### config.mk
export PLATFORM = sky130hd
export DESIGN_NAME = mas_pipe_flat
export DESIGN_NICKNAME = d
export VERILOG_FILES = /design/src/rtl/mas_pkg.sv /design/src/rtl/mas_pipe_if.sv /design/src/rtl/mod_correct.sv /design/src/rtl/mas_pipe.sv /design/src/flat_wrapper.sv
export SDC_FILE = /design/constraint.sdc
export NUM_CORES = 1
export LEC_CHECK = 0
export CORE_ASPECT_RATIO = 0.9
export CORE_MARGIN = 8
export CORE_UTILIZATION = 38
export DETAILED_ROUTE_END_ITERATION = 8
export PLACE_DENSITY = 0.71
export SKIP_CTS_REPAIR_TIMING = 1
export SYNTH_ARGS = -nofsm -noshare
export SYNTH_HDL_FRONTEND = slang
export SYNTH_SLANG_ARGS = --single-unit
### constraint.sdc
create_clock -name clk -period 3.3 [get_ports clk]
set_clock_uncertainty 0.05 [all_clocks]
set_input_delay 0.66 -clock clk [delete_from_list [all_inputs] [get_ports clk]]
set_output_delay 0.66 -clock clk [all_outputs]
set_load 0.01 [all_outputs]
### src/rtl/mas_pkg.sv
// ---------------------------------------------------------------------------
// mas_pkg
// Shared encodings for the pipelined modular adder/subtractor (mas_pipe).
//   sel_e  : operation select (add, sub, accumulate-add, accumulate-load)
//   tcmp_e : range code of the raw result against the modulus
// Helpers classify an operation as an accumulator op and say whether it
// consumes operand 2.
// ---------------------------------------------------------------------------
package mas_pkg;

  typedef enum logic [1:0] {
    SEL_ADD      = 2'b00,
    SEL_SUB      = 2'b01,
    SEL_ACC_ADD  = 2'b10,
    SEL_ACC_LOAD = 2'b11
  } sel_e;

  typedef enum logic [1:0] {
    TCMP_IN = 2'b00,  // raw already in [0,q)
    TCMP_HI = 2'b01,  // raw >= q, subtract q
    TCMP_LO = 2'b10   // raw < 0, add q
  } tcmp_e;

  // True for the two operations that read or write the accumulator.
  function automatic logic is_acc_op(input logic [1:0] sel);
    return (sel == SEL_ACC_ADD) || (sel == SEL_ACC_LOAD);
  endfunction

  // Operand 2 only participates in plain add/sub.
  function automatic logic uses_din2(input logic [1:0] sel);
    return (sel == SEL_ADD) || (sel == SEL_SUB);
  endfunction

endpackage

### src/rtl/mas_pipe_if.sv
// ---------------------------------------------------------------------------
// mas_pipe_if
// Bus bundle for mas_pipe: input channel (valid/ready + operands, select,
// modulus, accumulator clear) and output channel (valid/ready + raw result,
// range code, corrected result, error flag, accumulator value).
//   slave  : view used by mas_pipe
//   master : view used by the block feeding/consuming mas_pipe
// ---------------------------------------------------------------------------
interface mas_pipe_if #(
  parameter int W = 4
);
  logic           in_valid;
  logic           in_ready;
  logic [W-1:0]   din1;
  logic [W-1:0]   din2;
  logic [1:0]     sel;
  logic [W-1:0]   q;
  logic           acc_clr;
  logic           out_valid;
  logic           out_ready;
  logic [W+1:0]   tdout;
  logic [1:0]     tcmp;
  logic [W-1:0]   dout;
  logic           out_err;
  logic [W-1:0]   acc_val;

  modport slave (
    input  in_valid, din1, din2, sel, q, acc_clr, out_ready,
    output in_ready, out_valid, tdout, tcmp, dout, out_err, acc_val
  );

  modport master (
    output in_valid, din1, din2, sel, q, acc_clr, out_ready,
    input  in_ready, out_valid, tdout, tcmp, dout, out_err, acc_val
  );
endinterface

### src/rtl/mod_correct.sv
// ---------------------------------------------------------------------------
// mod_correct
// Combinational single-step modular correction of a signed raw result.
//   raw  [W+1:0] in  : two's-complement raw sum/difference, range [-(q-1), 2q-2]
//   q    [W-1:0] in  : modulus
//   tcmp [1:0]   out : TCMP_IN / TCMP_HI / TCMP_LO
//   dout [W-1:0] out : raw, raw-q or raw+q, always in [0,q)
// The corrected value always fits in W bits, so the +/-q step is done on the
// low W bits only; the wrap-around of that W-bit arithmetic cancels out.
// ---------------------------------------------------------------------------
module mod_correct
  import mas_pkg::*;
#(
  parameter int W = 4
) (
  input  logic [W+1:0] raw,
  input  logic [W-1:0] q,
  output logic [1:0]   tcmp,
  output logic [W-1:0] dout
);

  // Classify raw against [0,q) and apply at most one correction step.
  always_comb begin
    tcmp = TCMP_IN;
    dout = raw[W-1:0];
    if (raw[W+1]) begin
      // Sign bit set: raw is negative.
      tcmp = TCMP_LO;
      dout = raw[W-1:0] + q;
    end else if (raw >= {2'b00, q}) begin
      // Non-negative here, so the unsigned compare is exact.
      tcmp = TCMP_HI;
      dout = raw[W-1:0] - q;
    end else begin
      tcmp = TCMP_IN;
      dout = raw[W-1:0];
    end
  end

endmodule

### src/rtl/mas_pipe.sv
// ---------------------------------------------------------------------------
// mas_pipe
// Two-stage valid/ready pipelined modular adder/subtractor with a running
// modular accumulator.
//   clk    in : clock
//   rst_n  in : synchronous active-low reset
//   bus       : mas_pipe_if.slave
//     in_valid/in_ready   input handshake
//     din1, din2, sel, q  operands, operation, modulus (sampled per op)
//     acc_clr             clear accumulator
//     out_valid/out_ready output handshake
//     tdout               signed raw result (W+2 bits)
//     tcmp                range code of raw vs q
//     dout                corrected result in [0,q)
//     out_err             operand/modulus violation for this transaction
//     acc_val             accumulator register
// Stage 1 registers the raw result; stage 2 registers the corrected result.
// Accumulator ops forward the stage-1 corrected value so back-to-back
// accumulate-adds see each preceding result without bubbles.
// ---------------------------------------------------------------------------
module mas_pipe
  import mas_pkg::*;
#(
  parameter int W = 4
) (
  input  logic        clk,
  input  logic        rst_n,
  mas_pipe_if.slave   bus
);

  logic           adv_s;
  logic           accept_s;
  logic           fwd_s;
  logic [W-1:0]   acc_eff_s;
  logic [W+1:0]   raw_next_s;
  logic           err_next_s;

  logic           s1_valid_r;
  logic [W-1:0]   s1_q_r;
  logic           s1_acc_r;
  logic           s1_err_r;
  logic [W+1:0]   s1_raw_r;

  logic [1:0]     mc_tcmp_s;
  logic [W-1:0]   mc_dout_s;

  logic           out_valid_r;
  logic [W+1:0]   tdout_r;
  logic [1:0]     tcmp_r;
  logic [W-1:0]   dout_r;
  logic           out_err_r;
  logic [W-1:0]   acc_r;

  // The whole pipeline moves together; it only stalls when a result is
  // waiting and downstream refuses it.
  assign adv_s    = !out_valid_r || bus.out_ready;
  assign accept_s = bus.in_valid && adv_s;

  // A valid, error-free accumulator op leaving stage 1 this cycle updates acc.
  assign fwd_s = adv_s && s1_valid_r && !s1_err_r && s1_acc_r;

  // Accumulator value seen by an op being accepted now (clear and forwarding).
  always_comb begin
    acc_eff_s = acc_r;
    if (bus.acc_clr) begin
      acc_eff_s = '0;
    end else if (fwd_s) begin
      acc_eff_s = mc_dout_s;
    end else begin
      acc_eff_s = acc_r;
    end
  end

  // Raw W+2-bit result for the incoming operation (two's complement wrap
  // gives the signed difference directly).
  always_comb begin
    raw_next_s = {2'b00, bus.din1};
    case (bus.sel)
      SEL_ADD:      raw_next_s = {2'b00, bus.din1} + {2'b00, bus.din2};
      SEL_SUB:      raw_next_s = {2'b00, bus.din1} - {2'b00, bus.din2};
      SEL_ACC_ADD:  raw_next_s = {2'b00, acc_eff_s} + {2'b00, bus.din1};
      SEL_ACC_LOAD: raw_next_s = {2'b00, bus.din1};
      default:      raw_next_s = {2'b00, bus.din1};
    endcase
  end

  // Operand range check; din2 is don't-care for accumulator ops.
  always_comb begin
    err_next_s = 1'b0;
    if ((bus.din1 >= bus.q) || (bus.q < W'(2))) begin
      err_next_s = 1'b1;
    end else if (uses_din2(bus.sel) && (bus.din2 >= bus.q)) begin
      err_next_s = 1'b1;
    end else begin
      err_next_s = 1'b0;
    end
  end

  // Stage 1 register: raw result plus the context needed for correction.
  always_ff @(posedge clk) begin
    if (!rst_n) begin
      s1_valid_r <= 1'b0;
      s1_q_r     <= '0;
      s1_acc_r   <= 1'b0;
      s1_err_r   <= 1'b0;
      s1_raw_r   <= '0;
    end else if (adv_s) begin
      s1_valid_r <= accept_s;
      if (accept_s) begin
        s1_q_r   <= bus.q;
        s1_acc_r <= is_acc_op(bus.sel);
        s1_err_r <= err_next_s;
        s1_raw_r <= raw_next_s;
      end
    end
  end

  mod_correct #(
    .W (W)
  ) u_mod_correct (
    .raw  (s1_raw_r),
    .q    (s1_q_r),
    .tcmp (mc_tcmp_s),
    .dout (mc_dout_s)
  );

  // Stage 2 register: corrected result; error transactions report 0 / in-range.
  always_ff @(posedge clk) begin
    if (!rst_n) begin
      out_valid_r <= 1'b0;
      tdout_r     <= '0;
      tcmp_r      <= TCMP_IN;
      dout_r      <= '0;
      out_err_r   <= 1'b0;
    end else if (adv_s) begin
      out_valid_r <= s1_valid_r;
      if (s1_valid_r) begin
        tdout_r   <= s1_raw_r;
        tcmp_r    <= s1_err_r ? TCMP_IN : mc_tcmp_s;
        dout_r    <= s1_err_r ? '0 : mc_dout_s;
        out_err_r <= s1_err_r;
      end
    end
  end

  // Accumulator: clear has priority over an accumulator op being captured.
  always_ff @(posedge clk) begin
    if (!rst_n) begin
      acc_r <= '0;
    end else if (bus.acc_clr) begin
      acc_r <= '0;
    end else if (fwd_s) begin
      acc_r <= mc_dout_s;
    end
  end

  assign bus.in_ready  = adv_s;
  assign bus.out_valid = out_valid_r;
  assign bus.tdout     = tdout_r;
  assign bus.tcmp      = tcmp_r;
  assign bus.dout      = dout_r;
  assign bus.out_err   = out_err_r;
  assign bus.acc_val   = acc_r;

endmodule

### src/flat_wrapper.sv
// flat-port wrapper written by rule: the top's interface ports become plain ports
module mas_pipe_flat import mas_pkg::*;
#(
  parameter int W = 4
)
  (clk, rst_n, bus_in_valid, bus_din1, bus_din2, bus_sel, bus_q, bus_acc_clr, bus_out_ready, bus_in_ready, bus_out_valid, bus_tdout, bus_tcmp, bus_dout, bus_out_err, bus_acc_val);
  mas_pipe_if #(.W(W)) bus_i ();
  input  logic clk;
  input  logic rst_n;
  input wire logic [$bits(bus_i.in_valid)-1:0] bus_in_valid;
  input wire logic [$bits(bus_i.din1)-1:0] bus_din1;
  input wire logic [$bits(bus_i.din2)-1:0] bus_din2;
  input wire logic [$bits(bus_i.sel)-1:0] bus_sel;
  input wire logic [$bits(bus_i.q)-1:0] bus_q;
  input wire logic [$bits(bus_i.acc_clr)-1:0] bus_acc_clr;
  input wire logic [$bits(bus_i.out_ready)-1:0] bus_out_ready;
  output wire logic [$bits(bus_i.in_ready)-1:0] bus_in_ready;
  output wire logic [$bits(bus_i.out_valid)-1:0] bus_out_valid;
  output wire logic [$bits(bus_i.tdout)-1:0] bus_tdout;
  output wire logic [$bits(bus_i.tcmp)-1:0] bus_tcmp;
  output wire logic [$bits(bus_i.dout)-1:0] bus_dout;
  output wire logic [$bits(bus_i.out_err)-1:0] bus_out_err;
  output wire logic [$bits(bus_i.acc_val)-1:0] bus_acc_val;
  assign bus_i.in_valid = bus_in_valid;
  assign bus_i.din1 = bus_din1;
  assign bus_i.din2 = bus_din2;
  assign bus_i.sel = bus_sel;
  assign bus_i.q = bus_q;
  assign bus_i.acc_clr = bus_acc_clr;
  assign bus_i.out_ready = bus_out_ready;
  assign bus_in_ready = bus_i.in_ready;
  assign bus_out_valid = bus_i.out_valid;
  assign bus_tdout = bus_i.tdout;
  assign bus_tcmp = bus_i.tcmp;
  assign bus_dout = bus_i.dout;
  assign bus_out_err = bus_i.out_err;
  assign bus_acc_val = bus_i.acc_val;
  mas_pipe #(.W(W)) u_core (.clk(clk), .rst_n(rst_n), .bus(bus_i));
endmodule
==> metrics.cfg, run 1 <==
[status]
status = complete, no violations

[pwr]
power_density_nw_per_um2 = 403.3
ir_drop_mv = 0.2261
p_leak_nw = 1.149

[setup_path]
critPathLaunch = u_core.s1_raw_r[0]
setup.worst_path.class = flip-flop to flip-flop
r2r-start = u_core.s1_raw_r[0]
crit_fanout = 4
r2r-end = u_core.s1_raw_r[4]
critPathCaptureType = flip-flop
worstPathArrival_ps = 3290
crit_chain = inv_1, ha_1, inv_1, fa_2, a21oi_2, o21ai_2, or3b_4, a31oi_4, o31ai_1, buf_4, fa_2, a21o_1, a21oi_1, nor3_1, a21oi_1, a21boi_0
slowest_delay_ps = 430
reg2reg_depth = 16
required_ps = 3420
worstSetupStartpointType = flip-flop
r2r_slack_ps = 130
crit_path_top_delay_cell = or3b_4
endpoint = u_core.s1_raw_r[4]

[clock_tree]
cts_buffers = 5
path_clk_slew_ps = 70
clk_latency_ps = 290
cts_root_buf = clkbuf_8
clockBufferDepth = 2
cts_tree = yes
htreeDepth = 2
cts.sinks = 31

[job]
drv_cap = 0

[timing]
final_max_slew_viol_count = 0
fin_crit_sh = 0.9601
tns_ps = 0
setup_viol = 0
rsz0062_at_grt = true
timing.fmax_ghz = 0.3156
slew_headroom = 0.5390
hold-worst-slack_ps = 414.7
period_needed_ps = 3168
tightest_slew_ps = 689.3
hold_viol_final = 0

[floorplan]
dieHeight_um = 86.62
pin_count = 38
die-width_um = 94.47
dieArea_um2 = 8183
coreArea_um2 = 5286
initial_core_util = 0.3983
rows = 25

[drt]
dr.first_iter.drc_count = 93
via_per_inst = 5.142
wl_per_cell_um = 14.76
vias = 1882
first_pass_iters = 4
drc = 0
drt_wl_total_mm = 5.401
ant_nets = 0

[hold_path]
worstHoldStart = u_core.bus.dout[3]
hold_class = flip-flop to flip-flop

[grt]
gr-total-overflow = 0
grt_pass1_wl_mm = 8.804
grt_max_degree = 21
grt_usage = 0.1333
grt_pass1_vias = 1851
antenna_found_initial = 0

[logic_synthesis]
synth_edf_count = 0
synth_top_area_share = 0.2947
synth_fp_nets = 296
seq_area_frac_synth = 0.2947
syn_area_per_cell_um2 = 8.423
syn_area_um2 = 2106
ys.flop_type = dfxtp_1
synthTopCellsByArea = dfxtp_1, ha_1, nand2_1, a21boi_0, fa_1
synth_cell_type_count = 47
synth_top_area_cell = dfxtp_1
synth_seq_cells = 31
synthArstFlopShare = 0
yosysWarnings = 0
netlist_instances = 250

[final_layout]
drive_gt1_frac = 0.1137
antennaDiodeCount = 0
area_growth_pct = 31.31
final_nets = 344
fin_cells = 366

[place]
gp_congestion = 0.8923
place_inst = 357
port_buffers = 37
dp_hpwl_mm = 4.270

[kinds of logic (layout without fill, tap and decap cells)]
family / count (synthesis) / in the layout / share of synthesized area
AOI/OAI and AO/OA: 63 / 63 / 0.2175
xor gates and xnor gates: 7 / 7 / 0.02912
adders and majority gates: 27 / 27 / 0.1747
buffers and inverters: 30 / 79 / 0.05881
DFF: 31 / 31 / 0.2947
muxes: 4 / 4 / 0.01901
and+or+nand+nor: 88 / 88 / 0.2062
[final cells by class]
type	instances	area, µm²
inverters	19	71.32
repair buffers	52	483.0
clock inverters	3	43.79
clock buffers	5	68.82
flip-flops and latches	31	620.6
multi-input cells	189	1394
fillers	498	2521
well taps	67	83.83
[power breakdown]
| part | total, W | internal (W) | switching, W |
|---|---|---|---|
| registers | 0.000410 | 0.000394 | 0.0000160 |
| clock network | 0.000382 | 0.000225 | 0.000157 |
| logic | 0.000323 | 0.000158 | 0.000165 |
| total | 0.00112 | 0.000777 | 0.000338 |
[state kept, by name, summed over array words and instances (netlist names)]
signal / count
u_core.bus.tdout: 6
u_core.s1_raw_r: 6
u_core.bus.acc_val: 4
u_core.bus.dout: 4
u_core.s1_q_r: 4
u_core.bus.tcmp: 2
u_core.bus.out_err: 1
u_core.bus.out_valid: 1
u_core.s1_acc_r: 1
u_core.s1_err_r: 1
u_core.s1_valid_r: 1
[metal layers]
| layer | track usage | routed length [µm] | part of all wire | vias up |
|---|---|---|---|---|
| li1 | - | - | - | 951 |
| met3 | 0.03195 | 218 | 0.040 | 8 |
| met5 | 0 | 0 | 0 | - |
| met2 | 0.2172 | 2532 | 0.47 | 38 |
| met1 | 0.1682 | 2577 | 0.48 | 885 |
| met4 | 0.04108 | 73 | 0.014 | 0 |
[metrics by stage]
stage / power [W] / util / instance area, µm² / setup WS (ps)
2_1_floorplan: 0.0006082 / - / 2106 / 283.7
3_3_place_gp: 0.0007170 / 0.4942 / 2613 / 87.89
3_5_place_dp: 0.0007206 / 0.4942 / 2613 / -29.42
4_1_cts: 0.001101 / 0.5155 / 2725 / 22.21
5_1_grt: 0.001176 / 0.5231 / 2765 / -29.67
6_report: 0.001115 / 0.5231 / 2765 / 131.7
[cells in the final DEF, fill, tap and decap left out, drive strengths merged, types with 3 or more instances in the layout]
master / count
nand2: 48
clkdlybuf4s50: 37
dfxtp: 31
ha: 23
inv: 19
a21boi: 18
buf: 15
nor2b: 11
nor2: 9
o21ai: 9
a21oi: 8
nand2b: 5
xnor2: 5
clkbuf: 5
mux2i: 4
nand3: 4
a21o: 4
o211ai: 4
a31oi: 4
fa: 4
o31ai: 3
[Yosys cell counts, drive strengths merged (5+ instances only)]
master and n:
a21boi 18, xnor2 5, ha 23, clkbuf 6, nor2 9, nor2b 11
dfxtp 31, inv 19, a21oi 8, nand2b 5, buf 5, nand2 48
o21ai 9
[worst min path at each step]
stage	end	slack [ps]	cells past startpoint
5_1_grt	u_core.bus.tdout[1]	440	2
3_5_place_dp	u_core.bus.tdout[5]	410	2
6_report	u_core.bus.dout[3]	410	2
3_3_place_gp	u_core.bus.tdout[3]	410	2
4_1_cts	u_core.bus.dout[3]	420	2
2_1_floorplan	u_core.s1_q_r[3]	390	2
[worst max-delay path, delay by kind of cell (launching register included)]
family,cells,cell delay (ps)
adder cells (fa/ha/maj),3,780
flip-flops,1,330
AO/OA/AOI/OAI,8,1110
buffers and inverters,3,280
AND/OR/NAND/NOR,2,490
No activity file was read; power rests on OpenSTA's default activity.
==> inputs of run 2 (changes only) <==
- CAP_MARGIN: not set -> 20
- GPL_TIMING_DRIVEN: not set -> 0
- SLEW_MARGIN: not set -> 15
==> run 2 against run 1 <==
Sequential cell count did not move. Clock power increased by 2%. Worst setup slack lost 46 ps. Routed wire length is 5.0% higher. Power increased by 2.5%. Non-clock buffer count up 1. First-iteration DRC count rose by 34%. Combinational power grew 5%.
==> metrics.cfg, run 2 (synthesized netlist as in run 1, its figures left out) <==
[status]
status = complete, no violations

[floorplan]
rows = 25
dieArea_um2 = 8183
coreArea_um2 = 5286
die-width_um = 94.47
initial_core_util = 0.3983
dieHeight_um = 86.62
pin_count = 38

[pwr]
ir_drop_mv = 0.2627
power_density_nw_per_um2 = 408.7
p_leak_nw = 1.133

[clock_tree]
cts_tree = yes
path_clk_slew_ps = 60
clk_latency_ps = 290
clockBufferDepth = 2
cts_buffers = 5
cts_root_buf = clkbuf_8
cts.sinks = 31
htreeDepth = 2

[timing]
hold_viol_final = 0
period_needed_ps = 3214
hold-worst-slack_ps = 411.9
rsz0062_at_grt = true
timing.fmax_ghz = 0.3111
tightest_slew_ps = 631.2
setup_viol = 0
final_max_slew_viol_count = 0
slew_headroom = 0.5777
fin_crit_sh = 0.9740
setup_slack_ps = 85.94

[grt]
grt_pass1_wl_mm = 9.045
antenna_found_initial = 0
grt_max_degree = 11
grt_pass1_vias = 1908
grt_usage = 0.1374
gr-total-overflow = 0

[hold_path]
hold_class = flip-flop to flip-flop

[drt]
dr.first_iter.drc_count = 125
first_pass_iters = 4
drt_wl_total_mm = 5.672
ant_nets = 0
vias = 1918
via_per_inst = 5.226
wl_per_cell_um = 15.46
drc = 0

[final_layout]
area_growth_pct = 32.80
mostFrequentLayoutCells = nand2_1, clkdlybuf4s50_1, dfxtp_1, ha_1, inv_1
antennaDiodeCount = 0
drive_gt1_frac = 0.1267
final_common_cell = nand2_1
final_nets = 345

[setup_path]
worstSetupStartpointType = flip-flop
crit_fanout = 7
required_ps = 3420
worstPathArrival_ps = 3340
r2r_slack_ps = 90
setup.worst_path.class = flip-flop to flip-flop
critPathCaptureType = flip-flop

[place]
dp_hpwl_mm = 4.105
port_buffers = 34
dp_slack_ps = -359.4
gp_congestion = 0.8899

[job]
drv_cap = 0

==> run 2: cell count changes in the layout (fill, tap and decap cells not counted), sizes merged <==
cell,before,now
buf,15,12
clkbuf,5,13
clkdlybuf4s50,37,34
clkinv,2,1
==> run 2: worst max-delay path, cell delays in order (launching register included) <==
cell and delay [ps]:
dfxtp_2 360, inv_1 90, ha_1 220, inv_1 70, fa_2 220, a21oi_2 50
o21ai_4 250, or3b_4 440, a31oi_4 260, o31ai_4 90, ha_1 290, a21o_1 160
a21oi_1 170, xnor2_1 90, o311ai_1 230, a31oi_1 70
==> run 2: layout make-up <==
cell class,count,area [µm²]
clock inverters,2,35.03
inverters,19,71.32
fillers,505,2490
flip-flops and latches,31,621.8
clock buffers,6,82.58
repair buffers,42,412.9
plain buffers,11,55.05
well taps,67,83.83
multi-input cells,189,1434
==> run 2: per-stage QoR <==
step | power [W] | std cells | util | cell area [µm²] | setup TNS [ps]
finish | 0.001143 | 367 | 0.5290 | 2796 | 0
global route | 0.001201 | 367 | 0.5290 | 2796 | -141.7
CTS | 0.001096 | 359 | 0.5008 | 2648 | -191.1
detailed placement | 0.0007018 | 351 | 0.4786 | 2530 | -848.3
global placement | 0.0006957 | 351 | 0.4786 | 2530 | -744.7
floorplan | 0.0006082 | 250 | - | 2106 | 0
==> run 2: routing by layer <==
metal,vias up,GRT usage,routed length [µm]
met5,-,0,0
met2,43,0.2184,2739
met3,11,0.04059,314
met1,907,0.1695,2536
li1,957,-,-
met4,0,0.05241,82
==> run 2: power breakdown <==
group	switching (W)	leakage, nW	internal, W	total [W]
combinational	0.000173	0.818	0.000165	0.000338
sequential	0.0000193	0.253	0.000394	0.000414
clock	0.000147	0.0612	0.000244	0.000391
==> run 2: final timing paths <==
| path | from | cells after the start | end |
|---|---|---|---|
| setup / recovery | u_core.s1_raw_r[0] | 15 | u_core.s1_raw_r[3] |
| hold / removal | u_core.bus.dout[3] | 2 | u_core.bus.dout[3] |
| setup reg to reg | u_core.s1_raw_r[0] | 15 | u_core.s1_raw_r[3] |
| hold reg to reg | u_core.bus.dout[3] | 2 | u_core.bus.dout[3] |
